--- src/rtl/fetch_pkg.sv ---
// Shared types and constants for the instruction fetch controller.
package fetch_pkg;

  localparam int INSTR_BYTES = 4;

  typedef enum logic [1:0] {
    S_IDLE,
    S_REQ,
    S_DROP
  } state_t;

  typedef struct packed {
    logic [31:0] pc;
    logic [31:0] instr;
  } fetch_entry_t;

endpackage

--- src/rtl/fetch_fifo.sv ---
// Instruction buffer between fetch and decode: DEPTH entries of {pc, instr}.
// Push, pop and flush may coincide; flush wins and empties the buffer.
module fetch_fifo
  import fetch_pkg::*;
#(
  parameter int DEPTH = 2
) (
  input  logic                     clk,
  input  logic                     rst,
  input  logic                     push,
  input  logic                     pop,
  input  logic                     flush,
  input  fetch_entry_t             wdata,
  output fetch_entry_t             head,
  output logic [$clog2(DEPTH):0]   count
);

  localparam int AW = $clog2(DEPTH);
  localparam int CW = AW + 1;

  fetch_entry_t  mem [DEPTH];
  logic [AW-1:0] rd_ptr;
  logic [AW-1:0] wr_ptr;

  // NOTE: non-blocking assignments in clocked blocks so every register samples pre-edge values.
  always_ff @(posedge clk or posedge rst) begin
    if (rst) begin
      rd_ptr <= '0;
      wr_ptr <= '0;
      count  <= '0;
    end else if (flush) begin
      rd_ptr <= '0;
      wr_ptr <= '0;
      count  <= '0;
    end else begin
      if (push) wr_ptr <= wr_ptr + 1'b1;
      if (pop)  rd_ptr <= rd_ptr + 1'b1;
      count <= count + CW'(push) - CW'(pop);
    end
  end

  // NOTE: storage is not reset; the head is masked with count, so stale contents are never visible.
  always_ff @(posedge clk) begin
    if (push && !flush) mem[wr_ptr] <= wdata;
  end

  // When full with push+pop, the write lands on the slot being popped; head is read before the edge.
  assign head = (count == '0) ? '0 : mem[rd_ptr];

endmodule

--- src/rtl/fetch_ctrl.sv ---
// Fetch controller: computes pc_next for the PC register, runs the imem
// req/ack handshake and buffers fetched words towards decode.
module fetch_ctrl
  import fetch_pkg::*;
#(
  parameter int DEPTH       = 2,
  parameter int INSTR_BYTES = fetch_pkg::INSTR_BYTES
) (
  input  logic        clk,
  input  logic        rst,
  input  logic [31:0] pc_now,
  output logic [31:0] pc_next,
  output logic        imem_req,
  output logic [31:0] imem_addr,
  input  logic        imem_ack,
  input  logic [31:0] imem_rdata,
  input  logic        redirect,
  input  logic [31:0] redirect_pc,
  input  logic        stall,
  output logic        instr_valid,
  output logic [31:0] instr,
  output logic [31:0] instr_pc,
  output logic        misalign_err
);

  localparam int          CW  = $clog2(DEPTH) + 1;
  localparam logic [31:0] INC = 32'(INSTR_BYTES);

  state_t       state, state_nx;
  logic [31:0]  addr_nx;
  logic [CW-1:0] count;
  fetch_entry_t head;
  logic         pop, ack_acc, push, space, room_after;

  assign pop        = instr_valid && !stall;
  assign ack_acc    = (state == S_REQ) && imem_ack;
  assign push       = ack_acc && !redirect;
  // Occupancy after this cycle's pop, before any push; and including the push.
  assign space      = (int'(count) - int'(pop)) < DEPTH;
  assign room_after = (int'(count) + 1 - int'(pop)) < DEPTH;

  always_comb begin
    if (redirect)     pc_next = {redirect_pc[31:2], 2'b00};
    else if (ack_acc) pc_next = pc_now + INC;
    else              pc_next = pc_now;
  end

  // NOTE: defaults first so every path assigns every output and no latch is inferred.
  always_comb begin
    state_nx = state;
    addr_nx  = imem_addr;
    unique case (state)
      S_IDLE: begin
        if (!redirect && space) begin
          addr_nx  = pc_now;
          state_nx = S_REQ;
        end
      end
      S_REQ: begin
        if (imem_ack) begin
          if (redirect)        state_nx = S_IDLE;
          else if (room_after) addr_nx  = pc_now + INC;
          else                 state_nx = S_IDLE;
        end else if (redirect) begin
          state_nx = S_DROP;
        end
      end
      S_DROP: begin
        if (imem_ack) state_nx = S_IDLE;
      end
      default: state_nx = S_IDLE;
    endcase
  end

  always_ff @(posedge clk or posedge rst) begin
    if (rst) begin
      state        <= S_IDLE;
      imem_addr    <= '0;
      misalign_err <= 1'b0;
    end else begin
      state        <= state_nx;
      imem_addr    <= addr_nx;
      misalign_err <= redirect && (redirect_pc[1:0] != 2'b00);
    end
  end

  // Request follows state directly so an asserted reset drops it at once.
  assign imem_req = (state != S_IDLE);

  fetch_fifo #(.DEPTH(DEPTH)) u_fifo (
    .clk   (clk),
    .rst   (rst),
    .push  (push),
    .pop   (pop),
    .flush (redirect),
    .wdata ('{pc: imem_addr, instr: imem_rdata}),
    .head  (head),
    .count (count)
  );

  assign instr_valid = (count != '0);
  assign instr       = head.instr;
  assign instr_pc    = head.pc;

endmodule

--- config.mk ---
export PLATFORM = sky130hd
export DESIGN_NAME = fetch_ctrl
export DESIGN_NICKNAME = d
export VERILOG_FILES = /design/src/rtl/fetch_pkg.sv /design/src/rtl/fetch_fifo.sv /design/src/rtl/fetch_ctrl.sv
export SDC_FILE = /design/constraint.sdc
export NUM_CORES = 1
export LEC_CHECK = 0
export CAP_MARGIN = 10
export CORE_MARGIN = 2
export CORE_UTILIZATION = 52
export DETAILED_ROUTE_END_ITERATION = 16
export PLACE_DENSITY = 0.95
export SYNTH_ARGS = -nofsm -noshare
export SYNTH_HDL_FRONTEND = slang
export SYNTH_SLANG_ARGS = --single-unit
--- constraint.sdc ---
create_clock -name clk -period 16.22 [get_ports clk]
set_input_delay 4.055 -clock clk [delete_from_list [all_inputs] [get_ports clk]]
set_output_delay 4.055 -clock clk [all_outputs]
set_load 0.01 [all_outputs]
==> impl_metrics.ini, run 1 <==
[route]
num_vias = 6158
drc_errors = 0
ant_nets = 0
drtIter0Drc = 459
via_per_inst = 5.64
dr.pass1.iters = 7
wl_per_cell_um = 19.0
wirelength_mm = 20.7

[die]
num_rows = 45
core_region_area_um2 = 15100
die_h_um = 128
ios = 232
die_w_um = 128
dieArea_um2 = 16400
start_util_pct = 53.0

[cells_and_area]
nFillCells = 1036
syn2layout_area_growth_pct = 38.0
antenna_cells = 0
fin_nets = 996
drive_gt1_share_pct = 6.64

[clock_network]
hold_buffers = 0
ctsResizeCount = 0
cts.clk_slew.worst_paths_ns = 0.07
htreeDepth = 4
cts_tree = yes
cts_setup_buffers = 0
cts_sinks = 167
cts_root_buf = clkbuf_16
worstSkewPairLatency_ns = 0.43
numCtsBuffers = 17
cts.path.max_buffers = 2

[yosys]
synth-edff-count = 128
synth_cells = 679
synth_nets = 785
netlist_area_um2 = 8000
synth_top_flop_cell = edfxtp_1
synth_warnings = 0
ys_async_sr_fraction_pct = 23.4
synth-seq-cells = 167
seq_area_frac_synth_pct = 60.3
synth.avg_cell_area_um2 = 11.8
synth_cell_types = 46

[placed_design]
portBuffers = 231
place_congestion = 0.888
hpwl_mm = 14.2

[global_route]
grt_usage_pct = 25.5
antenna_found_initial = 0
grt_pass1_vias = 6133
grt_start_max_net_pins = 73
grt_pass1_wl_mm = 31.9
grt.overflow.total = 0

[power]
seqPwrFrac_pct = 38.0
vdd_ir_drop_max_mv = 0.0984
power.share.switching_pct = 32.7
p_leak_nw = 3.82
comb_power_share_pct = 36.1
p_total_w = 0.00168
p_int_w = 0.00113
power.net_switching_w = 0.000550
powerDensity_nw_per_um2 = 152
clkPwrFrac_pct = 25.9

[status]
status = completed

[min_path]
hp-start = imem_addr[22]$_DFFE_PP0P_
hp-class = reg -> reg
hold_path_end = u_fifo.mem[0][54]$_DFFE_PP_
holdPathStages = 0

[timing]
max_slew.worst_pin.slew_ns = 1.17
rsz0062_at_grt = false
setup_violations = 0
finalCritPeriodShare_pct = 68.7
max_slew_margin_pct = 22.1
max_freq_ghz = 0.0898
timing.setup.tns_ns = 0
period_needed_ns = 11.14
report.final.hold_viol_count = 0
fin_skew_ns = 0.00649
holdWs_ns = 0.499
slew_viol_final = 0

[critical_path]
path_max_fanout = 12
crit_type = in -> out
critPathArrivalTime_ns = 7.09
cp.required_ns = 12.16
crit_path_start_kind = input pin
r2r_setup_slack_ns = 12.75
r2r_cells = 9
rr_startpoint = u_fifo.count[1]$_DFF_PP0_
critical_path.endpoint_type = primary output
r2r-end = imem_addr[0]$_DFFE_PP0P_

[job]
maxCapViolations = 0
## Yosys cell counts, types with 2 or more instances
library cell  instances  area, um^2
edfxtp_1            128        3840
nor2_1               87         327
nand2_1              72         270
mux2i_1              66         661
o21ai_0              48         240
dfrtp_1              39         976
xnor2_1              36         315
clkbuf_1             28         105
xor2_1               24         210
nand4_1              20         125
nand3_1              18        90.1
buf_2                12        60.1
inv_1                11        41.3
nor3_1               11        55.1
o21ai_1              11        55.1
and3_1                9        56.3
nor4_1                6        37.5
ha_1                  5        62.6
nor2b_1               5        31.3
and2_1                3        18.8
buf_6                 3        33.8
nor3_2                3        30.0
nor4_4                3        63.8
or2_2                 3        18.8
a21oi_1               2        10.0
and4_1                2        17.5
mux2_2                2        22.5
nor3b_1               2        15.0
nor4_2                2        25.0
o211ai_1              2        15.0
## flip-flops by register name, indices dropped and copies added (netlist names)
signal / flops
u_fifo.rd_ptr: 1
imem_addr: 32
u_fifo.count: 2
u_fifo.mem: 128
misalign_err: 1
u_fifo.wr_ptr: 1
state: 2
## critical path: stages
cell	delay, ns
clkdlybuf4s50_1	0.63
nand3b_1	0.48
or4_1	0.85
nor4_4	0.24
xnor2_1	0.09
o21ai_1	0.15
clkdlybuf4s50_1	0.58
## layout make-up
type,instances,area [um^2],share of cell area [%]
flip-flops and latches,167,4820,43.7
multi-input cells,457,2940,26.7
repair buffers,236,2340,21.2
clock buffers,21,504,4.57
well taps,188,235,2.13
clock inverters,11,144,1.30
inverters,11,41.3,0.374
## kinds of logic (layout without fill, tap and decap cells)
| logic type | after synthesis | count (layout) | share of synthesized area, % |
|---|---|---|---|
| xor+xnor | 60 | 60 | 6.57 |
| fa+ha+maj | 5 | 5 | 0.782 |
| compound gates | 66 | 66 | 4.30 |
| buf+inv | 55 | 279 | 3.10 |
| mux | 68 | 68 | 8.54 |
| simple gates | 258 | 258 | 16.4 |
| flops | 167 | 167 | 60.3 |
## per-stage QoR
step                area (um^2)  instances  worst slack (ns)  util (%)
detailed placement        10400       1059              5.08      68.8
CTS                       11000       1091              5.08      73.1
global placement          10400       1059              5.22      68.8
global route              11000       1091              4.95      73.1
floorplan                  8000        679              6.61         -
finish                    11000       1091              5.08      73.1
## per-layer routing
layer,vias to the layer above,routed length (um),GRT usage (%)
li1,2839,-,-
met1,2959,8300,31.3
met2,302,10400,42.9
met3,58,1500,5.88
met4,0,556,12.4
met5,-,0,0
## placed cells by master, fill, tap and decap left out, types with 2 or more instances in the layout
cell and instances:
bufinv_16 2, o211ai_1 2, xor2_1 24, nor4_1 6, and4_1 2, nor3_2 4, inv_8 2, buf_4 5
mux2i_1 66, nor2b_1 5, nor3_1 10, edfxtp_1 128, nor2_1 86, xnor2_1 36, o21ai_1 11, dfrtp_1 38
a21oi_1 2, inv_6 6, clkdlybuf4s50_1 230, mux2_2 2, clkbuf_16 20, inv_1 10, and3_1 9, o21ai_0 48
nor4_4 3, nor3b_1 2, nor4_2 2, nand2_1 72, and2_1 2, ha_1 5, or2_2 3, nand4_1 20
nand3_1 18
## worst max path at each step
stage              start     endpoint  slack [ns]  cells past startpoint
2_1_floorplan  pc_now[7]  pc_next[26]        6.61                      5
3_3_place_gp    imem_ack  pc_next[25]        5.22                      7
6_report        imem_ack  pc_next[27]        5.08                      7
5_1_grt         imem_ack  pc_next[27]        4.95                      7
4_1_cts         imem_ack  pc_next[27]        5.08                      7
3_5_place_dp    imem_ack  pc_next[27]        5.08                      7
## power by group through the flow
stage | Combinational [W] | Clock [W] | Sequential (W)
2_1_floorplan | 0.000292 | 0 | 0.000617
3_3_place_gp | 0.000597 | 0 | 0.000643
3_5_place_dp | 0.000609 | 0 | 0.000648
4_1_cts | 0.000612 | 0.000441 | 0.000640
5_1_grt | 0.000653 | 0.000456 | 0.000651
6_report | 0.000608 | 0.000435 | 0.000640
Note: power is estimated with default switching activity, not from simulation.
==> run 2: changes to the inputs <==
- CORE_UTILIZATION: 52 -> 48
- PLACE_DENSITY: 0.95 -> 0.89
- clock period: 16.22 -> 10.3 ns (I/O delays scaled with it)
==> impl_metrics.ini, run 2 (synthesis results as in run 1) <==
[status]
status = completed

[timing]
setup_ws_ns = 2.18
report.final.hold_viol_count = 0
fin_skew_ns = 0.00735
max_slew.worst_pin.slew_ns = 0.927
finalCritPeriodShare_pct = 78.9
slew_viol_final = 0
rsz0062_at_grt = false
max_slew_margin_pct = 38.2
timing.setup.tns_ns = 0
setup_violations = 0
period_needed_ns = 8.12
max_freq_ghz = 0.123

[global_route]
grt_start_max_net_pins = 73
grt_pass1_wl_mm = 31.7
grt_pass1_vias = 5900
antenna_found_initial = 0
grt.overflow.total = 0
grt_usage_pct = 23.3

[cells_and_area]
largest_reg_flops = 128
largest-register = u_fifo.mem
syn2layout_area_growth_pct = 37.8
ff_latch_area_um2 = 4820
antenna_cells = 0
final_common_cell = clkdlybuf4s50_1
largestRegisters = u_fifo.mem: 128 flops, imem_addr: 32 flops
layout_common_cells = 230 x clkdlybuf4s50_1, 128 x edfxtp_1, 86 x nor2_1, 72 x nand2_1, 66 x mux2i_1
nFillCells = 1188
drive_gt1_share_pct = 6.52
multi_input_area_um2 = 2940
fin_nets = 998
final_cell_count_no_fill = 1125

[placed_design]
portBuffers = 231
hpwl_mm = 14.2
placed_cells = 1093
place_congestion = 0.879
pre_cts_slack_ns = 2.21

[clock_network]
cts_sinks = 167
cts.path.max_buffers = 2
cts_root_buf = clkbuf_16
worstSkewPairLatency_ns = 0.42
htreeDepth = 4
cts_tree = yes
hold_buffers = 0
cts_setup_buffers = 0
numCtsBuffers = 17
ctsResizeCount = 0
cts.clk_slew.worst_paths_ns = 0.07

[critical_path]
critPathArrivalTime_ns = 5.55
crit_path_start_kind = input pin
cp.buffers_inverters = 2
path_max_fanout = 12
critical-path-max-stage-delay_ns = 0.86
crit_type = in -> out
cp.required_ns = 7.73
worstPathCellList = clkdlybuf4s50_1 > nand3b_1 > or4_1 > nor4_4 > xnor2_1 > o21ai_1 > clkdlybuf4s50_1
worst_path_max_delay_cell = or4_1
critical_path.endpoint_type = primary output
path_delay_family = simple AND/OR/NAND/NOR gates
crit_top_cell = clkdlybuf4s50_1

[die]
dieArea_um2 = 17700
die_h_um = 133
ios = 232
core_region_area_um2 = 16400
start_util_pct = 48.7
num_rows = 47
die_w_um = 133

[route]
ant_nets = 0
drtIter0Drc = 472
wirelength_mm = 20.3
wl_per_cell_um = 18.1
via_per_inst = 5.34
drc_errors = 0
dr.pass1.iters = 6
num_vias = 6012

[power]
vdd_ir_drop_max_mv = 0.119
p_total_w = 0.00257
powerDensity_nw_per_um2 = 234
p_leak_nw = 3.78

[min_path]
hp-class = reg -> reg

[job]
maxCapViolations = 0
-- run 2: final timing paths --
path | start | to | slack (ns) | cells after the start
max in group asynchronous | rst | u_fifo.rd_ptr$_DFFE_PP0P_ | 6.97 | 2
min in group asynchronous | rst | misalign_err$_DFF_PP0_ | 2.67 | 2
hold reg to reg | imem_addr[1]$_DFFE_PP0P_ | u_fifo.mem[1][33]$_DFFE_PP_ | 0.49 | 0
setup reg to reg | u_fifo.count[1]$_DFF_PP0_ | imem_addr[0]$_DFFE_PP0P_ | 7.40 | 9
hold / removal | imem_addr[1]$_DFFE_PP0P_ | u_fifo.mem[1][33]$_DFFE_PP_ | 0.49 | 0
setup / recovery | imem_ack | pc_next[27] | 2.18 | 7
-- run 2: cell type report --
type / count / area share, %
clock buffers: 19 / 3.93
repair buffers: 238 / 21.4
multi-input cells: 457 / 26.7
flip-flops and latches: 167 / 43.8
well taps: 220 / 2.50
clock inverters: 13 / 1.32
inverters: 11 / 0.375
-- run 2: metal layers --
metal  GRT usage [%]  vias to the layer above  part of all wire [%]
met4            8.72                        0                   2.4
met1            29.1                     2891                    41
met3            5.71                       36                   6.9
met5               0                        -                     0
li1                -                     2844                     -
met2            39.3                      241                    50
-- run 2: report_power, final --
| part | total (W) | internal [W] | switching [W] |
|---|---|---|---|
| logic | 0.000974 | 0.000506 | 0.000468 |
| clock network | 0.000620 | 0.000360 | 0.000260 |
| registers | 0.000981 | 0.000868 | 0.000113 |
-- run 2: metrics by stage --
step / util, % / hold WS, ns / area (um^2)
2_1_floorplan: - / 0.510 / 8000
3_3_place_gp: 63.6 / 0.472 / 10400
6_report: 67.2 / 0.493 / 11000
5_1_grt: 67.2 / 0.515 / 11000
3_5_place_dp: 63.6 / 0.481 / 10400
4_1_cts: 67.2 / 0.496 / 11000
